[src/rtl/store_pkg.sv]
// Shared definitions for the store unit: FSM state encoding, FUNCT3 store
// opcodes, read-latency counter width and the request legality check.
package store_pkg;

    typedef enum logic [2:0] {
        IDLE  = 3'd0,
        READ  = 3'd1,
        WR_LO = 3'd2,
        WR_HI = 3'd3,
        DONE  = 3'd4
    } state_e;

    localparam logic [2:0] F3_SB = 3'b000;
    localparam logic [2:0] F3_SH = 3'b001;
    localparam logic [2:0] F3_SW = 3'b010;
    localparam logic [2:0] F3_SD = 3'b011;

    // Wait counter covers read latencies 1..4 (counts 0..3).
    localparam int CNT_W = 2;

    // Illegal opcode or an address not aligned to the access size.
    function automatic logic req_error(input logic [2:0] f3, input logic [2:0] a);
        logic e;
        e = 1'b0;
        if (f3[2]) begin
            e = 1'b1;
        end else begin
            case (f3)
                F3_SH:   e = a[0];
                F3_SW:   e = |a[1:0];
                F3_SD:   e = |a;
                default: e = 1'b0;
            endcase
        end
        return e;
    endfunction

endpackage

[src/rtl/store_unit_if.sv]
// Store unit bus bundle: control-unit request/status and the Memoria32 port.
//   master: control unit + memory side (drives request and MEM_DATAOUT)
//   slave : store unit (drives memory address/data/write and status)
interface store_unit_if;
    logic        START;
    logic [2:0]  FUNCT3;
    logic [63:0] ADDR;
    logic [63:0] WDATA;
    logic [31:0] MEM_DATAOUT;
    logic [31:0] MEM_RADDR;
    logic [31:0] MEM_WADDR;
    logic [31:0] MEM_DATAIN;
    logic        MEM_WR;
    logic        BUSY;
    logic        DONE;
    logic        ERR;

    modport master (
        output START, FUNCT3, ADDR, WDATA, MEM_DATAOUT,
        input  MEM_RADDR, MEM_WADDR, MEM_DATAIN, MEM_WR, BUSY, DONE, ERR
    );

    modport slave (
        input  START, FUNCT3, ADDR, WDATA, MEM_DATAOUT,
        output MEM_RADDR, MEM_WADDR, MEM_DATAIN, MEM_WR, BUSY, DONE, ERR
    );
endinterface

[src/rtl/byte_merge.sv]
// Combinational sub-word merge for read-modify-write stores.
//   old_word : word read back from memory
//   data     : store data (byte in [7:0], halfword in [15:0])
//   lane     : byte address within the word (little-endian)
//   is_half  : 1 = halfword store (lane[1] selects half), 0 = byte store
//   merged   : old_word with the addressed lane replaced
module byte_merge (
    input  logic [31:0] old_word,
    input  logic [15:0] data,
    input  logic [1:0]  lane,
    input  logic        is_half,
    output logic [31:0] merged
);

    // Replace the addressed byte or halfword lane.
    always_comb begin
        merged = old_word;
        if (is_half) begin
            if (lane[1]) begin
                merged[31:16] = data;
            end else begin
                merged[15:0] = data;
            end
        end else begin
            case (lane)
                2'd0:    merged[7:0]   = data[7:0];
                2'd1:    merged[15:8]  = data[7:0];
                2'd2:    merged[23:16] = data[7:0];
                2'd3:    merged[31:24] = data[7:0];
                default: merged        = old_word;
            endcase
        end
    end

endmodule

[src/rtl/store_unit.sv]
// Store engine for the multicycle RISC-V datapath: sequences sb/sh/sw/sd
// into the 32-bit Memoria32 port (read-modify-write for sub-word stores,
// two word writes for sd) and pulses DONE (with ERR) on completion.
//   CLK, RESET : clock and synchronous active-high reset
//   bus        : store_unit_if.slave (request, status, Memoria32 port)
//   RD_LAT     : cycles from MEM_RADDR to valid MEM_DATAOUT (1..4)
// All outputs are registered; they are computed from the next state so
// that each output register lines up with the state it belongs to.
module store_unit
    import store_pkg::*;
#(
    parameter int RD_LAT = 1
) (
    input logic         CLK,
    input logic         RESET,
    store_unit_if.slave bus
);

    localparam logic [CNT_W-1:0] CNT_LAST = CNT_W'(RD_LAT - 1);

    state_e           state_q, state_d;
    logic [2:0]       f3_q, f3_d;
    logic [31:0]      addr_q, addr_d;
    logic [63:0]      wdata_q, wdata_d;
    logic             err_q, err_d;
    logic [CNT_W-1:0] cnt_q, cnt_d;
    logic [31:0]      old_word_q, old_word_d;
    logic [31:0]      raddr_q, raddr_d;
    logic [31:0]      waddr_q, waddr_d;
    logic [31:0]      din_q, din_d;
    logic             wr_q, wr_d;
    logic             busy_q, busy_d;
    logic             done_q, done_d;
    logic             err_out_q, err_out_d;
    logic [31:0]      wa_d;
    logic [31:0]      merged_s;
    logic             unused_addr_hi_s;

    assign unused_addr_hi_s = ^bus.ADDR[63:32];

    byte_merge u_merge (
        .old_word (old_word_d),
        .data     (wdata_d[15:0]),
        .lane     (addr_d[1:0]),
        .is_half  (f3_d == F3_SH),
        .merged   (merged_s)
    );

    // Next-state, request capture and next-output computation.
    always_comb begin
        state_d    = state_q;
        f3_d       = f3_q;
        addr_d     = addr_q;
        wdata_d    = wdata_q;
        err_d      = err_q;
        cnt_d      = cnt_q;
        old_word_d = old_word_q;

        case (state_q)
            IDLE: begin
                if (bus.START) begin
                    f3_d    = bus.FUNCT3;
                    addr_d  = bus.ADDR[31:0];
                    wdata_d = bus.WDATA;
                    err_d   = req_error(bus.FUNCT3, bus.ADDR[2:0]);
                    cnt_d   = {CNT_W{1'b0}};
                    if (err_d) begin
                        state_d = DONE;
                    end else if (bus.FUNCT3 == F3_SW || bus.FUNCT3 == F3_SD) begin
                        state_d = WR_LO;
                    end else begin
                        state_d = READ;
                    end
                end else begin
                    state_d = IDLE;
                end
            end
            READ: begin
                // Read data is taken on the last READ cycle only.
                if (cnt_q == CNT_LAST) begin
                    old_word_d = bus.MEM_DATAOUT;
                    state_d    = WR_LO;
                end else begin
                    cnt_d = cnt_q + {{(CNT_W-1){1'b0}}, 1'b1};
                end
            end
            WR_LO: begin
                if (f3_q == F3_SD) begin
                    state_d = WR_HI;
                end else begin
                    state_d = DONE;
                end
            end
            WR_HI:   state_d = DONE;
            DONE:    state_d = IDLE;
            default: state_d = IDLE;
        endcase

        wa_d      = {addr_d[31:2], 2'b00};
        raddr_d   = 32'd0;
        waddr_d   = 32'd0;
        din_d     = 32'd0;
        wr_d      = 1'b0;
        done_d    = 1'b0;
        err_out_d = 1'b0;
        busy_d    = (state_d != IDLE);

        case (state_d)
            READ: raddr_d = wa_d;
            WR_LO: begin
                wr_d    = 1'b1;
                waddr_d = wa_d;
                // sw/sd have FUNCT3[1] set; sb/sh use the merged word.
                if (f3_d[1]) begin
                    din_d = wdata_d[31:0];
                end else begin
                    din_d = merged_s;
                end
            end
            WR_HI: begin
                wr_d    = 1'b1;
                waddr_d = wa_d + 32'd4;
                din_d   = wdata_d[63:32];
            end
            DONE: begin
                done_d    = 1'b1;
                err_out_d = err_d;
            end
            default: raddr_d = 32'd0;
        endcase
    end

    // State, request and output registers with synchronous reset.
    always_ff @(posedge CLK) begin
        if (RESET) begin
            state_q    <= IDLE;
            f3_q       <= 3'd0;
            addr_q     <= 32'd0;
            wdata_q    <= 64'd0;
            err_q      <= 1'b0;
            cnt_q      <= {CNT_W{1'b0}};
            old_word_q <= 32'd0;
            raddr_q    <= 32'd0;
            waddr_q    <= 32'd0;
            din_q      <= 32'd0;
            wr_q       <= 1'b0;
            busy_q     <= 1'b0;
            done_q     <= 1'b0;
            err_out_q  <= 1'b0;
        end else begin
            state_q    <= state_d;
            f3_q       <= f3_d;
            addr_q     <= addr_d;
            wdata_q    <= wdata_d;
            err_q      <= err_d;
            cnt_q      <= cnt_d;
            old_word_q <= old_word_d;
            raddr_q    <= raddr_d;
            waddr_q    <= waddr_d;
            din_q      <= din_d;
            wr_q       <= wr_d;
            busy_q     <= busy_d;
            done_q     <= done_d;
            err_out_q  <= err_out_d;
        end
    end

    assign bus.MEM_RADDR  = raddr_q;
    assign bus.MEM_WADDR  = waddr_q;
    assign bus.MEM_DATAIN = din_q;
    assign bus.MEM_WR     = wr_q;
    assign bus.BUSY       = busy_q;
    assign bus.DONE       = done_q;
    assign bus.ERR        = err_out_q;

endmodule

[src/flat_wrapper.sv]
// flat-port wrapper written by rule: the top's interface ports become plain ports
module store_unit_flat import store_pkg::*;
#(
    parameter int RD_LAT = 1
)
  (CLK, RESET, bus_START, bus_FUNCT3, bus_ADDR, bus_WDATA, bus_MEM_DATAOUT, bus_MEM_RADDR, bus_MEM_WADDR, bus_MEM_DATAIN, bus_MEM_WR, bus_BUSY, bus_DONE, bus_ERR);
  store_unit_if bus_i ();
  input logic CLK;
  input logic RESET;
  input wire logic [$bits(bus_i.START)-1:0] bus_START;
  input wire logic [$bits(bus_i.FUNCT3)-1:0] bus_FUNCT3;
  input wire logic [$bits(bus_i.ADDR)-1:0] bus_ADDR;
  input wire logic [$bits(bus_i.WDATA)-1:0] bus_WDATA;
  input wire logic [$bits(bus_i.MEM_DATAOUT)-1:0] bus_MEM_DATAOUT;
  output wire logic [$bits(bus_i.MEM_RADDR)-1:0] bus_MEM_RADDR;
  output wire logic [$bits(bus_i.MEM_WADDR)-1:0] bus_MEM_WADDR;
  output wire logic [$bits(bus_i.MEM_DATAIN)-1:0] bus_MEM_DATAIN;
  output wire logic [$bits(bus_i.MEM_WR)-1:0] bus_MEM_WR;
  output wire logic [$bits(bus_i.BUSY)-1:0] bus_BUSY;
  output wire logic [$bits(bus_i.DONE)-1:0] bus_DONE;
  output wire logic [$bits(bus_i.ERR)-1:0] bus_ERR;
  assign bus_i.START = bus_START;
  assign bus_i.FUNCT3 = bus_FUNCT3;
  assign bus_i.ADDR = bus_ADDR;
  assign bus_i.WDATA = bus_WDATA;
  assign bus_i.MEM_DATAOUT = bus_MEM_DATAOUT;
  assign bus_MEM_RADDR = bus_i.MEM_RADDR;
  assign bus_MEM_WADDR = bus_i.MEM_WADDR;
  assign bus_MEM_DATAIN = bus_i.MEM_DATAIN;
  assign bus_MEM_WR = bus_i.MEM_WR;
  assign bus_BUSY = bus_i.BUSY;
  assign bus_DONE = bus_i.DONE;
  assign bus_ERR = bus_i.ERR;
  store_unit #(.RD_LAT(RD_LAT)) u_core (.CLK(CLK), .RESET(RESET), .bus(bus_i));
endmodule
[config.mk]
export PLATFORM = sky130hd
export DESIGN_NAME = store_unit_flat
export DESIGN_NICKNAME = d
export VERILOG_FILES = /design/src/rtl/store_pkg.sv /design/src/rtl/store_unit_if.sv /design/src/rtl/byte_merge.sv /design/src/rtl/store_unit.sv /design/src/flat_wrapper.sv
export SDC_FILE = /design/constraint.sdc
export NUM_CORES = 1
export LEC_CHECK = 0
export ABC_AREA = 1
export CAP_MARGIN = 20
export CORE_AREA = 2 2 150 152
export DETAILED_ROUTE_END_ITERATION = 12
export DIE_AREA = 0 0 152 154
export HOLD_SLACK_MARGIN = 0.15
export PLACE_DENSITY = 0.82
export SLEW_MARGIN = 20
export SYNTH_ARGS = -nofsm -noshare
export SYNTH_HDL_FRONTEND = slang
export SYNTH_SLANG_ARGS = --single-unit
[constraint.sdc]
create_clock -name CLK -period 2.3 [get_ports CLK]
set_input_delay 0.23 -clock CLK [delete_from_list [all_inputs] [get_ports CLK]]
set_output_delay 0.23 -clock CLK [all_outputs]
set_load 0.005 [all_outputs]
# [After elaboration in Yosys (flattened, before gate mapping)]
# Index checks and enable logic that the tools add are counted.
# Widths: inputs -> output; s select.
[totals] register_bits=237 inputBits=166 output_inout_bits=100 word_cells=83
[classes] n_addsub=2 n_eq_ne=17 muxes=35 bitwise_logic=2 n_reduce_logical=12
[ops] cell="$mux 32" n=6
[ops] cell="$mux 64" n=2
[ops] cell="$pmux 32 s2" n=2
[ops] cell="$add 32x3->32 const B" n=1
[ops] cell="$mux 16" n=2
[ops] cell="$mux 8" n=4
[ops] cell="$eq 3x2->1 const B" n=7
[ops] cell="$mux 3" n=6
[ops] cell="$eq 3x1->1 const B" n=4
[ops] cell="$pmux 3 s4" n=1
[ops] cell="$reduce_or 2->1" n=4
[ops] cell="$mux 1" n=7
[ops] cell="$mux 2" n=3
[ops] cell="$eq 2x2->1 const B" n=2
[ops] cell="$logic_not 2->1" n=2
[ops] cell="$ne 2x2->1 const B" n=2
[ops] cell="$pmux 2 s2" n=1
[ops] cell="$eq 3x3->1 const B" n=1
[ops] cell="$logic_not 3->1" n=1
[ops] cell="$pmux 1 s3" n=1
[ops] cell="$reduce_and 3->1" n=1
[ops] cell="$reduce_bool 3->1" n=1
[ops] cell="$reduce_or 3->1" n=1
[ops] cell="$add 2x1->2 const B" n=1
[ops] cell="other kinds (4)" n=5

# [Longest topological paths before layout]
# Gate-level depths: netlist (run 1).
[depth] depth_word=11 ltp_mapped=16 ltp_nobuf=15

# [By module]
# A second synthesis (run 1) with hierarchy kept.
[unflattened] hier_cells=1684 area_unflattened_um2=10964.3
[by_module_without_submodules] module="store_unit" instances=1 cells_each=1389 area_each_um2=9711.8 seq_area_each_um2=4664.5
[by_module_without_submodules] module="byte_merge" instances=1 cells_each=295 area_each_um2=1252.5 seq_area_each_um2=0.0

# [Least setup slack after synthesis (run 1)]
# OpenSTA, ideal clock, no wires.
[synth_path] kind="register -> register" start="reg u_core.state_q[0]" end="reg u_core.waddr_q[26], in the netlist u_core.bus.MEM_WADDR[26]" setup_time_ns=0.112 arrival_ns=1.805 required_ns=2.188 path_slack_ns=0.382 stages_incl_launch_ff=13 path_buffers=1 period_less_slack_ns=1.918 cell_sequence="dfxtp_1 > nor2_4 > buf_6 > nand3_1 > nand2_2 > ha_1 > nand2_1 > nor2_4 > nand3_2 > nor2_2 > nand4_1 > nand2_1 > nand2_1"
[synth_via] elab_chain_cells=4 word_cells_on_any_way=11 cone_classes="1 x add/sub; 5 x eq/ne; 4 x mux; 1 x reduce/logical"
[synth_lines] item="start, declared" line_no="store_unit.sv:21" text="state_e state_q, state_d;"
[synth_lines] item="start signal, assigned" line_no="store_unit.sv:151" text="state_q <= state_d;"
[synth_lines] item="$logic_not 3->1" line_no="store_unit.sv:59" text="case (state_q)"
[synth_lines] item="$mux 32" line_no="store_unit.sv:59"
[synth_lines] item="net u_core.addr_d[2]" line_no="store_unit.sv:23" text="logic [31:0] addr_q, addr_d;"
[synth_lines] item="$add 32x3->32" line_no="store_unit.sv:122" text="waddr_d = wa_d + 32'd4;"
[synth_lines] item="$pmux 32 s2" line_no="store_unit.sv:108" text="case (state_d)"
[synth_lines] item="end signal, assigned" line_no="store_unit.sv:159" text="waddr_q <= waddr_d;"
[synth_lines] item="end, declared" line_no="store_unit.sv:29" text="logic [31:0] waddr_q, waddr_d;"
# The timed path passes the listed nets, and every way through them passes these cells.
# A chain may end at the register's enable or synchronous reset.

# [Final worst setup path (run 1)]
[layout_path] start="reg u_core.state_q[1]" end="reg u_core.waddr_q[24], in the netlist u_core.bus.MEM_WADDR[24]"
# The elaborated chain is that of the path after synthesis.

==> metrics, run 1 <==
run status completed; number of port buffers 229; total CTS buffers 25; Post-synth ARST share 0%; WL/cell between 15 and 20 µm; DRC 0; die width between 150 and 200 µm; CTS sink cnt 233; leakage power figure 6.77 nW; Yosys reg bits 233; largest net degree at the start of global routing 66; f_max 0.453 GHz; Yosys top cell by area dfxtp_1; Setup-failing EPs final 0; fraction of layout cells with a size suffix above 1 11.8%; Core Footprint between 20000 and 25000 µm²; CTS tree done; area grow syn2layout 40.3%; clk_skew approximately 0.019 ns; worst slew pin tran 0.710 ns; Setup TNS 0 ns; Tcrit/Tclk final 96.0%; Detail Placement HPWL 25.7 mm; top_reg_cell synth dfxtp_1; global-route usage over all layers ~29%; Vias/cell 5.12; initial antenna violation count 0; sequential-to-total area share from yosys stat between 40 and 50%; worst skew pair latency roughly 0.53 ns; Yosys Warn Count 0; Post-synth top cells nand2_1 (451), nor2_1 (297), dfxtp_1 (233); CP max stage cell dfxtp_1; Util after Layout 69.1%; vias after detailed routing 11200; Worst setup EP type flop; ANT nets after route 0; Worst-path clk slew 0.06 ns; Root Driver clkbuf_16; initial core utilization between 40% and 50%; EDFF count, synth 0; Die ar. 23400 µm²; Synth cell types 42; Final Hold Fails 0; CP cell instances nor2_4, buf_4, nand3_1, nand2_2, ha_1, nand2_2, nor2_4, nand3_2, nor2_4, nand2_1, nand3_1, o21ai_1; top cells by area, synth dfxtp_1 (44%), nand2_1 (16%), nor2_1 (10%); Post-Route WL 35.1 mm; Pwr per Cell Area just over 700 nW/µm²; placer congestion estimate around 0.97; worst-path maximum fanout 6; chip height 154 µm; cell family contributing the most delay on the critical path simple AND/OR/NAND/NOR gates; number of I/O pins 266; Mapped Area approximately 11000 µm²; reg2reg setup slack 0.09 ns; total gr overflow 0; Post-Place Setup Slack -0.408 ns; Req. time, crit path around 2.7 ns; peak supply drop 0.603 mV; Worst Path Arrival 2.61 ns; Iter 0 DRT Violations approximately 910; Mean Syn Cell Area about 6.7 µm²; Max Cap Viol 0; max incr delay on CP 0.36 ns; Pre-antenna DRT Iters 5; Pins Over Slew Limit 0; Design Power 10.7 mW; RSZ-0062 raised after global routing true; kind of start point of the critical path flop; Most common cell on crit path nor2_4; cells after synthesis 1583; Total Nets Final 2057; most frequent cell after synthesis nand2_1; post-synth top area share 43.7%; row cnt 54; placed cells 2140; first-pass GRT wire length ~54 mm; vias in the first global route about 11000; Crit path buffers/inverters 1; Final min period approximately 2.2 ns; CTS H-tree lvls 1; Max-Slew Margin vs Limit 52.6%; Hold Path Class primary input to flop; maximum clock insertion buffer count 3; Worst Setup Slack, final 0.0928 ns; non-filler cells in the finished layout ~2200; Setup CP Type flop to flop
## worst register-to-register path: cells and delay by family (launching register included)
| kind | cells | cell delay [ns] |
|---|---|---|
| AO/OA/AOI/OAI | 1 | 0.06 |
| adder cells (fa/ha/maj) | 1 | 0.19 |
| buffers and inverters | 1 | 0.21 |
| flip-flops | 1 | 0.36 |
| AND/OR/NAND/NOR | 9 | 1.27 |
## layer usage
metal / routed length [µm] / track usage (%) / part of all wire (%) / vias up
li1: - / - / - / 5515
met1: 13700 / 33.6 / 39 / 5093
met2: 16800 / 49.1 / 48 / 486
met3: 2470 / 4.62 / 7.0 / 111
met4: 2160 / 17.0 / 6.2 / 0
met5: 0 / 0 / 0 / -
## sequential cells by signal, indices dropped and copies added (netlist names), 3 cells and up
signal	cells
u_core.wdata_q	64
u_core.addr_q	32
u_core.bus.MEM_WADDR	30
u_core.state_q	3
u_core.bus.MEM_DATAIN	32
u_core.bus.MEM_RADDR	30
u_core.f3_q	3
u_core.old_word_q	32
## path summary, 6_finish.rpt
check             depth (start not counted)                       end              start
setup reg to reg                         12  u_core.bus.MEM_WADDR[24]  u_core.state_q[1]
hold / removal                            3        u_core.wdata_q[57]      bus_WDATA[57]
setup / recovery                         12  u_core.bus.MEM_WADDR[24]  u_core.state_q[1]
hold reg to reg                           2           u_core.cnt_q[1]    u_core.cnt_q[1]
## power by group
group / internal [mW] / switching [mW]
clock network: 2.53 / 1.68
registers: 4.23 / 0.0635
logic: 0.941 / 1.23
## what timing repair did
action                                 4_1_cts  5_1_grt
gates resized for setup                      1       15
setup endpoints to repair                    1       26
buffers inserted                             0        1
pin swaps                                    0        3
hold buffers                                 1        0
endpoints found under the hold margin       13        0
## metrics by stage
stage / hold slack [ns] / area [µm²]
floorplan: 0.393 / 10700
global placement: 0.448 / 14100
detailed placement: 0.468 / 14100
CTS: 0.304 / 14900
global route: 0.332 / 15000
finish: 0.303 / 15000
## cells in the final DEF, fill, tap and decap left out, types with 3 or more instances in the layout
master and n:
nand2_1 449, nor2_1 289, dfxtp_1 233, clkdlybuf4s50_1 228
inv_1 151, buf_4 113, nand3_1 96, a21oi_1 57
o21ai_1 45, o21ai_0 34, nor3_1 28, clkbuf_16 25
buf_12 17, mux2i_1 16, o21ai_2 11, nand4_1 10
nor2_2 9, or2_0 8, nand2_2 8, nor2_4 8
xor2_1 8, o211ai_1 7, clkinv_2 6, inv_2 5
nand3b_1 5, conb_1 4, bufinv_16 4, o21ai_4 3
clkbuf_1 3, clkbuf_8 3
## cell type report
type                            instances  area (µm²)
Inverter                              158         601
Fill cell                            1691        6700
Antenna cell                            1        2.50
Clock buffer                           31         678
Sequential cell                       233        4660
Clock inverter                         13         174
Timing Repair Buffer                  359        3480
Multi-Input combinational cell       1112        5040
Tap cell                              280         350
## cell families after synthesis
kind of cell / Yosys count / synth area share [%]
adders and majority gates: 2 / 0.234
muxes: 16 / 1.50
DFF: 233 / 43.7
and+or+nand+nor: 919 / 35.4
xor gates and xnor gates: 8 / 0.656
AOI/OAI and AO/OA: 163 / 8.61
buffers and inverters: 241 / 9.89
other: 1 / 0.0351
Note: power is estimated with default switching activity, not from simulation.
==> inputs of run 2 (changes only) <==
CORE_AREA = 2 2 152 154   (was 2 2 150 152)
DIE_AREA = 0 0 154 156   (was 0 0 152 154)
PLACE_DENSITY = 0.81   (was 0.82)
SYNTH_HIERARCHICAL = 1   (was unset)
==> metrics, run 2 <==
run status completed; largest net degree at the start of global routing 47 (-29%); Yosys reg bits 233 (unchanged); Psw 3.06 mW (+3.2%); EDFF count, synth 0 (unchanged); Clk network pwr share 37.5% (-2.0 points); row cnt 55 (+1.9%); CTS H-tree lvls 1 (unchanged); sequential share of power 39.2% (-1.1 points); internal power 7.85 mW (+1.8%); chip height 156 µm (+1.3%); maximum clock insertion buffer count 3 (unchanged); Root Driver clkbuf_16; multi-input combinational cell area 5230 µm² (+3.9%); Mapped Area 11000 µm² (+2.6%); Min-Delay Path Depth 5 (+2); HP Start bus_MEM_DATAOUT[26]; Sequential cell area 4670 µm² (+0.13%); kind of start point of the critical path flop; Core Footprint 22400 µm² (+3.1%); fraction of layout cells with a size suffix above 1 15.5% (+3.7 points); cells after synthesis 1684 (+6.4%); post-synth top area share 42.5% (-1.1 points); number of flip-flops under the largest register name 64 (unchanged); vias in the first global route 11600 (+7.7%); worst slew pin tran 0.554 ns (-0.156 ns); Req. time, crit path 2.71 ns (about the same); Worst Path Arrival 2.61 ns (about the same); total CTS buffers 24 (-4.0%); Util after Layout 70.3% (+1.2 points); Yosys Warn Count 6 (+6); Design Power 10.9 mW (+2.2%); clk_skew 0.0169 ns (-0.00190 ns); number of I/O pins 266 (unchanged); Setup-failing EPs final 0 (unchanged); worst-path maximum fanout 35 (+29); Mean Syn Cell Area 6.51 µm² (-3.5%); Post-synth top cells nand2_1 (473), nor2_1 (319), dfxtp_1 (233); die width 154 µm (+1.3%); worst skew pair latency 0.53 ns (about the same); Worst setup EP type flop; initial antenna violation count 0 (unchanged); Crit Reg-Reg Startpoint u_core/state_q[2]; top_reg_cell synth dfxtp_1; sequential-to-total area share from yosys stat 42.5% (-1.1 points); Detail Placement HPWL 27.3 mm (+6.1%); Vias/cell 5.17 (+0.86%); placer congestion estimate 0.978 (+1.0%); Pins Over Slew Limit 0 (unchanged); vias after detailed routing 12100 (+7.9%); diodes inserted 0 (-1); Worst-path clk slew 0.06 ns (about the same); reg2reg setup slack 0.10 ns (about the same); Tcrit/Tclk final 95.5% (-0.47 points); worst setup path start u_core/state_q[2]; Pre-antenna DRT Iters 6 (+1); Setup CP Type flop to flop; Combinational Power Share 23.3% (+3.0 points); Post-Route WL 37.6 mm (+7.1%); CTS tree done; r2r worst-path depth 12 (unchanged); total gr overflow 0 (unchanged); most frequent cells in the layout nand2_1 (470), nor2_1 (311), dfxtp_1 (230); Max-Slew Margin vs Limit 63.1% (+10 points); Fill cells 1783 (+5.4%); CTS sink cnt 233 (unchanged); ANT nets after route 0 (unchanged); initial core utilization 49.0% (-0.23 points); Switching Share 28.1% (+0.28 points); most frequent cell after synthesis nand2_1; first-pass GRT wire length 57.8 mm (+7.0%); WL/cell 16.1 µm (+0.18%); number of port buffers 229 (unchanged); leakage power figure 7.32 nW (+8.1%); Setup TNS 0 ns (unchanged); area grow syn2layout 43.4%; Final min period 2.20 ns (-0.0108 ns); Hold Path Class primary input to flop; peak supply drop 0.559 mV (-7.3%); Die ar. 24000 µm² (+2.6%); Iter 0 DRT Violations 969 (+6.0%); top cells by area, synth dfxtp_1 (43%), nand2_1 (16%), nor2_1 (11%); Total Nets Final 2207 (+7.3%); RSZ-0062 raised after global routing true; Synth cell types 36 (-14%); global-route usage over all layers 29.9% (+1.4 points); f_max 0.455 GHz (+0.49%); DRC 0 (unchanged); Max Cap Viol 0 (unchanged); Top reg by flops u_core/wdata_q; Pwr per Cell Area 694 nW/µm² (-2.6%); Final Hold Fails 0 (unchanged); commonest non-fill, non-tap cell in the layout nand2_1; Yosys top cell by area dfxtp_1; Post-synth ARST share 0% (unchanged)
-- run 2: cell types whose count changed after synthesis, moves of 17 or more --
cell     previous run  this run
a21oi_1            57        40
inv_1             151       187
nand2_1           451       473
nand3_1            97       119
nor2_1            297       319
nor3_1             28         4
o21ai_0            35        85
o21ai_1            44        15
or2_2               1        21
-- run 2: worst paths after layout --
path                              endpoint
hold / removal       u_core/old_word_q[26]
setup / recovery  u_core/bus.MEM_WADDR[30]
setup reg to reg  u_core/bus.MEM_WADDR[30]
hold reg to reg            u_core/cnt_q[1]
-- run 2: cells by family after synthesis --
family | share of synthesized area, %
AOI/OAI and AO/OA | 8.54
xor gates and xnor gates | 0.639
adders and majority gates | 0.228
buffers and inverters | 11.0
DFF | 42.5
other | 0.0342
and+or+nand+nor | 37.0
-- run 2: cell type report --
type                       instances  share of cell area [%]
multi-input combinational       1169                    33.3
sequential                       233                    29.7
timing repair buffer             417                    24.8
inverter                         194                    4.65
clock buffer                      35                    4.60
tap                              285                    2.27
clock inverter                     6                   0.692
-- run 2: per-stage QoR --
stage	area [µm²]	worst slack (ns)	hold WS [ns]	cells
final	15700	0.104	0.345	2339
after global routing	15700	-0.0471	0.369	2339
after CTS	15500	0.0162	0.333	2332
after detailed placement	14600	-0.392	0.451	2290
after global placement	14600	-0.371	0.447	2290
after floorplan	11000	0.00520	0.397	1687
-- run 2: metal layers --
| layer | track usage, % | part of all wire, % |
|---|---|---|
| met3 | 5.53 | 9.2 |
| met1 | 35.1 | 38 |
| met2 | 53.2 | 48 |
| met5 | 0 | 0 |
| met4 | 13.4 | 4.9 |
-- run 2: critical path: stages, from the launching register on --
cell and delay [ns]:
dfxtp_2 0.36, nor2_4 0.06, nand2_4 0.09, buf_6 0.33
nand2_1 0.10, nand2_1 0.15, nand2_2 0.11, nor2_2 0.30
nand3_4 0.16, nor2_2 0.18, nand3_1 0.09, nand3_1 0.08
nand2_1 0.06
-- run 2: timing repair --
item / in CTS / in global routing
endpoints found under the hold margin: 16 / 0
setup buffers: 0 / 5
hold buffers: 1 / 0
gates cloned: 0 / 2
endpoints found under the setup margin: 3 / 42
pin swaps: 1 / 10
gates resized for setup: 6 / 44
-- run 2: power by group through the flow --
stage	Clock [mW]	Sequential [mW]	Combinational, mW
floorplan	0	4.35	1.34
global placement	0	4.36	2.36
detailed placement	0	4.36	2.39
CTS	4.14	4.28	2.43
global route	4.30	4.29	2.77
finish	4.09	4.28	2.55
